===== config.mk =====
export PLATFORM = sky130hd
export DESIGN_NAME = picosoc_busarb
export DESIGN_NICKNAME = d
export VERILOG_FILES = /design/src/rtl/picosoc_pkg.sv /design/src/rtl/picosoc_rr_arb.sv /design/src/rtl/picosoc_busarb.sv
export SDC_FILE = /design/constraint.sdc
export NUM_CORES = 1
export LEC_CHECK = 0
export CORE_AREA = 4 4 118 120
export DETAILED_ROUTE_END_ITERATION = 12
export DIE_AREA = 0 0 122 124
export PLACE_DENSITY = 0.67
export SLEW_MARGIN = 5
export SYNTH_ARGS = -nofsm -noshare
export SYNTH_HDL_FRONTEND = slang
export SYNTH_SLANG_ARGS = --single-unit
export TNS_END_PERCENT = 1

===== constraint.sdc =====
create_clock -name clk -period 2.3 [get_ports clk]
set_input_delay 0.23 -clock clk [delete_from_list [all_inputs] [get_ports clk]]
set_output_delay 0.23 -clock clk [all_outputs]
set_load 0.01 [all_outputs]

===== src/rtl/picosoc_pkg.sv =====
// Shared definitions for the PicoSoC two-master bus arbiter.
package picosoc_pkg;

    localparam logic ST_IDLE  = 1'b0;
    localparam logic ST_GRANT = 1'b1;

    typedef enum logic {
        IDLE  = ST_IDLE,
        GRANT = ST_GRANT
    } state_e;

    // Read data handed back to a master whose slave access was forced to complete.
    localparam logic [31:0] ERR_RDATA_DEFAULT = 32'hDEAD_BEEF;

    // After reset master 1 counts as last served, so master 0 wins the first tie.
    localparam logic LAST_GRANT_RESET = 1'b1;

    localparam logic [15:0] WAIT_CNT_MAX = 16'hFFFF;

endpackage


===== src/rtl/picosoc_rr_arb.sv =====
// Two-way round-robin pick: a lone requester always wins, a tie goes to the
// master that was not served last.
module picosoc_rr_arb (
    input  logic [1:0] req,
    input  logic       last,
    output logic       gnt
);

    assign gnt = (req == 2'b11) ? ~last : req[1];

endmodule


===== src/rtl/picosoc_busarb.sv =====
// Arbiter that lets a CPU (master 0) and a DMA engine (master 1) share one
// PicoRV32-style valid/ready slave, with an optional slave-wait timeout.
module picosoc_busarb
    import picosoc_pkg::*;
#(
    parameter int          TIMEOUT_CYCLES = 255,
    parameter logic [31:0] ERR_RDATA      = ERR_RDATA_DEFAULT
) (
    input  logic        clk,
    input  logic        resetn,

    input  logic        m0_valid,
    output logic        m0_ready,
    input  logic [31:0] m0_addr,
    input  logic [31:0] m0_wdata,
    input  logic [3:0]  m0_wstrb,
    output logic [31:0] m0_rdata,

    input  logic        m1_valid,
    output logic        m1_ready,
    input  logic [31:0] m1_addr,
    input  logic [31:0] m1_wdata,
    input  logic [3:0]  m1_wstrb,
    output logic [31:0] m1_rdata,

    output logic        s_valid,
    input  logic        s_ready,
    output logic [31:0] s_addr,
    output logic [31:0] s_wdata,
    output logic [3:0]  s_wstrb,
    input  logic [31:0] s_rdata,

    output logic        timeout_irq
);

    localparam logic        TIMEOUT_EN  = (TIMEOUT_CYCLES != 0);
    localparam logic [15:0] TIMEOUT_LIM = 16'(TIMEOUT_CYCLES);

    state_e      state_q, state_d;
    logic        grant_q, grant_d;
    logic        last_grant_q, last_grant_d;
    logic [15:0] wait_cnt_q, wait_cnt_d;

    logic        rr_gnt;
    logic        g_valid;
    logic [31:0] g_addr;
    logic [31:0] g_wdata;
    logic [3:0]  g_wstrb;
    logic        timeout_hit;

    picosoc_rr_arb u_rr_arb (
        .req  ({m1_valid, m0_valid}),
        .last (last_grant_q),
        .gnt  (rr_gnt)
    );

    assign g_valid     = grant_q ? m1_valid : m0_valid;
    assign g_addr      = grant_q ? m1_addr  : m0_addr;
    assign g_wdata     = grant_q ? m1_wdata : m0_wdata;
    assign g_wstrb     = grant_q ? m1_wstrb : m0_wstrb;
    assign timeout_hit = TIMEOUT_EN && (wait_cnt_q == TIMEOUT_LIM);

    // State, grant and wait counter registers; reset drops any grant at once.
    always_ff @(posedge clk or negedge resetn) begin
        if (!resetn) begin
            state_q      <= IDLE;
            grant_q      <= 1'b0;
            last_grant_q <= LAST_GRANT_RESET;
            wait_cnt_q   <= 16'd0;
        end else begin
            state_q      <= state_d;
            grant_q      <= grant_d;
            last_grant_q <= last_grant_d;
            wait_cnt_q   <= wait_cnt_d;
        end
    end

    // Next-state and output decode; normal completion takes priority over timeout.
    always_comb begin
        state_d      = state_q;
        grant_d      = grant_q;
        last_grant_d = last_grant_q;
        wait_cnt_d   = wait_cnt_q;
        s_valid      = 1'b0;
        s_addr       = 32'd0;
        s_wdata      = 32'd0;
        s_wstrb      = 4'd0;
        m0_ready     = 1'b0;
        m1_ready     = 1'b0;
        m0_rdata     = 32'd0;
        m1_rdata     = 32'd0;
        timeout_irq  = 1'b0;

        case (state_q)
            IDLE: begin
                if (m0_valid || m1_valid) begin
                    state_d    = GRANT;
                    grant_d    = rr_gnt;
                    wait_cnt_d = 16'd0;
                end
            end
            GRANT: begin
                s_addr  = g_addr;
                s_wdata = g_wdata;
                if (!g_valid) begin
                    state_d = IDLE;
                end else if (s_ready) begin
                    s_valid      = 1'b1;
                    s_wstrb      = g_wstrb;
                    state_d      = IDLE;
                    last_grant_d = grant_q;
                    if (grant_q) begin
                        m1_ready = 1'b1;
                        m1_rdata = s_rdata;
                    end else begin
                        m0_ready = 1'b1;
                        m0_rdata = s_rdata;
                    end
                end else if (timeout_hit) begin
                    timeout_irq  = 1'b1;
                    state_d      = IDLE;
                    last_grant_d = grant_q;
                    if (grant_q) begin
                        m1_ready = 1'b1;
                        m1_rdata = ERR_RDATA;
                    end else begin
                        m0_ready = 1'b1;
                        m0_rdata = ERR_RDATA;
                    end
                end else begin
                    s_valid = 1'b1;
                    s_wstrb = g_wstrb;
                    if (wait_cnt_q != WAIT_CNT_MAX) begin
                        wait_cnt_d = wait_cnt_q + 16'd1;
                    end
                end
            end
            default: begin
                state_d = IDLE;
            end
        endcase
    end

endmodule


==> results.yml <==
yosys:
  yosysTopAreaCellShare_pct: 25.99
  ys_seq_area_share_pct: 17.94
  syn_area_sq_mm: 0.002658
  synthTopCellsByArea: "mux2i_1, dfrtp_1, nor2_1"
  syn_inst: 395
  synth_flop_cell: "dfrtp_1"
  avgSynthCellArea_sq_um: 6.728
  synth_common_cells: "nor2_1, mux2i_1, a21oi_1, nand2_1, clkbuf_1"
  synth_edf_count: 0
  synthesis.nets: 569
  yosys.area.top_type: "mux2i_1"
  async_flop_share_pct: 100.0
  synth-seq-cells: 19
  synth_most_common_cell: "nor2_1"
  synth_cell_types: 52
  synth_warnings: 0
cells_and_area:
  register_area_sq_um: 480.5
  layout-drive-gt1-share_pct: 23.45
  fin_nets: 900
  multiInputGateArea_sq_mm: 0.002185
  num-fill-cells: 1279
  area.growth.synth_to_final_pct: 137.8
sta:
  setup_violations: 58
  maxSlewViolCount: 0
  fmax_mhz: 410.9
  finalCriticalPeriod_ns: 2.434
  fin_crit_sh_pct: 105.8
  tightest_slew_ns: 0.5094
  whs_ns: 0.2633
  rsz0062_at_grt: "yes"
  fin_skew_ns: 0.001788
  setup_slack_ns: -0.1338
  max-slew-margin-rel_pct: 65.91
  setup_tns_ns: -3.869
  hold_viol: 0
route:
  first_pass_iters: 5
  wl_per_cell_microns: 16.97
  num_vias: 4174
  routed_wl_microns: 15310
  first_iter_violations: 212
  via_per_inst: 4.627
  antenna_left: 0
  drc: 0
min_path:
  hold_class: "in2async"
die:
  initial_core_util_pct: 20.47
  rows: 42
  coreArea_sq_mm: 0.01298
  die_h_microns: 124
  die_area_sq_mm: 0.01513
  ios: 309
  die_w_microns: 122
placed_design:
  hpwlAfterDp_microns: 12750
  place_ws_ns: -0.2383
  io_buffer_count: 308
  place_congestion: 0.8306
power_and_ir_drop:
  leakagePower_nw: 2.924
  peakVddDrop_mv: 0.3433
  powerDensity_mw_per_mm2: 664.7
setup_path:
  critical_path_class: "reg2out"
  cpMostUsedCell: "buf_6"
  worst_path_max_delay_cell: "or4_4"
  r2r_cells: 12
  path_cells: "or4_4 -> nor4_4 -> nand2b_4 -> buf_4 -> nand2_4 -> buf_6 -> nor2_2 -> buf_6"
  r2r_setup_slack_ns: -0.08
  required_ns: 2.07
  startpoint_type: "register"
  critPathArrivalTime_ns: 2.20
  critPathCaptureType: "primary output"
  max_stage_delay_ns: 0.55
  path_max_fanout: 4
clocking:
  cts_tree: "done"
  hold_buffers: 0
  clkLatencyLatePin_ns: 0.25
  htreeDepth: 1
  cts.path.max_buffers: 2
  cts.sinks: 19
  path_clk_slew_ns: 0.05
  cts_inserted_buffers: 3
  cts-root-buf: "clkbuf_16"
global_route:
  met1_usage_pct: 22.85
  track_usage_pct: 18.25
  grt_pass1_vias: 4116
  grtUsageMet2_pct: 32.32
  grt_pass1_wl_microns: 21750
  antenna_found_initial: 1
  grt_max_degree: 72
  grt_use_met3_pct: 3.043
  overflow: 0
  busiest_layer: "met2"
outcome:
  violations: "setup timing"
  status: "finished with violations"
run:
  max_cap_viol_count: 0
==> metrics by stage <==
| step | total power, W | util (%) | cells | area, sq um |
|---|---|---|---|---|
| 3_5_place_dp | 0.003825 | 47.69 | 886 | 6190 |
| 6_report | 0.004201 | 48.69 | 902 | 6320 |
| 4_1_cts | 0.004195 | 47.46 | 900 | 6161 |
| 3_3_place_gp | 0.003783 | 47.69 | 886 | 6190 |
| 2_1_floorplan | 0.002004 | - | 395 | 2658 |
| 5_1_grt | 0.004469 | 48.67 | 901 | 6317 |
==> power by group <==
| group | internal [W] | switching (W) | total (W) | leakage [nW] |
|---|---|---|---|---|
| Clock | 0.000236 | 0.000123 | 0.000358 | 0.0382 |
| Combinational | 0.00178 | 0.00165 | 0.00343 | 2.63 |
| Sequential | 0.000387 | 0.0000293 | 0.000416 | 0.255 |
==> logic make-up after synthesis <==
kind of cell | Yosys count | share of synthesized area (%)
mux | 69 | 25.99
simple gates | 185 | 30.60
buf+inv | 39 | 6.497
compound gates | 80 | 17.84
flops | 19 | 17.94
xor+xnor | 2 | 0.6593
fa+ha+maj | 1 | 0.4707
==> sequential cells by signal, summed over array words and instances (netlist names) <==
register      count
grant_q           1
last_grant_q      1
state_q           1
wait_cnt_q       16
==> what timing repair did <==
action	CTS	global route
gates cloned	1	0
gates resized for setup	240	46
pin swaps	4	6
setup endpoints to repair	58	91
buffers inserted	9	1
==> final cells by class <==
type,instances,area share [%]
Inverter,6,0.3564
Clock buffer,4,1.247
Timing Repair Buffer,359,52.70
Tap cell,176,3.484
Sequential cell,19,7.602
Multi-Input combinational cell,337,34.57
Antenna cell,1,0.03960
==> per-layer routing <==
metal	part of all wire, %	routed length, microns
met1	40	6118
met2	52	7910
met3	6.1	936
met4	2.2	331
met5	0.085	13
==> final timing paths <==
path,startpoint,to
max in group asynchronous,resetn,wait_cnt_q[14]
min,resetn,wait_cnt_q[2]
min reg2reg,last_grant_q,last_grant_q
min in group clk,last_grant_q,last_grant_q
max,wait_cnt_q[9],s_wstrb[2]
max reg2reg,wait_cnt_q[9],last_grant_q
==> cells in the final DEF, fill, tap and decap left out, drive strengths merged, types with 2 or more instances in the layout <==
master / count
nor4: 2
dfrtp: 18
nor2: 96
nand3: 12
inv: 6
clkbuf: 5
o22ai: 2
o21ai: 7
dlymetal6s2s: 8
nor3: 3
a211o: 3
buf: 106
nand2: 51
a21o: 3
mux2i: 69
nand4: 2
nor4b: 2
a21oi: 51
and3: 6
or3: 3
clkdlybuf4s50: 242
nand2b: 3
a31oi: 4
==> critical path, delay by kind of cell (launching register included) <==
| kind | cells | cell delay, ns |
|---|---|---|
| buffers and inverters | 3 | 0.40 |
| flip-flops | 1 | 0.38 |
| AND/OR/NAND/NOR | 5 | 1.17 |
No activity file was read; power rests on OpenSTA's default activity.
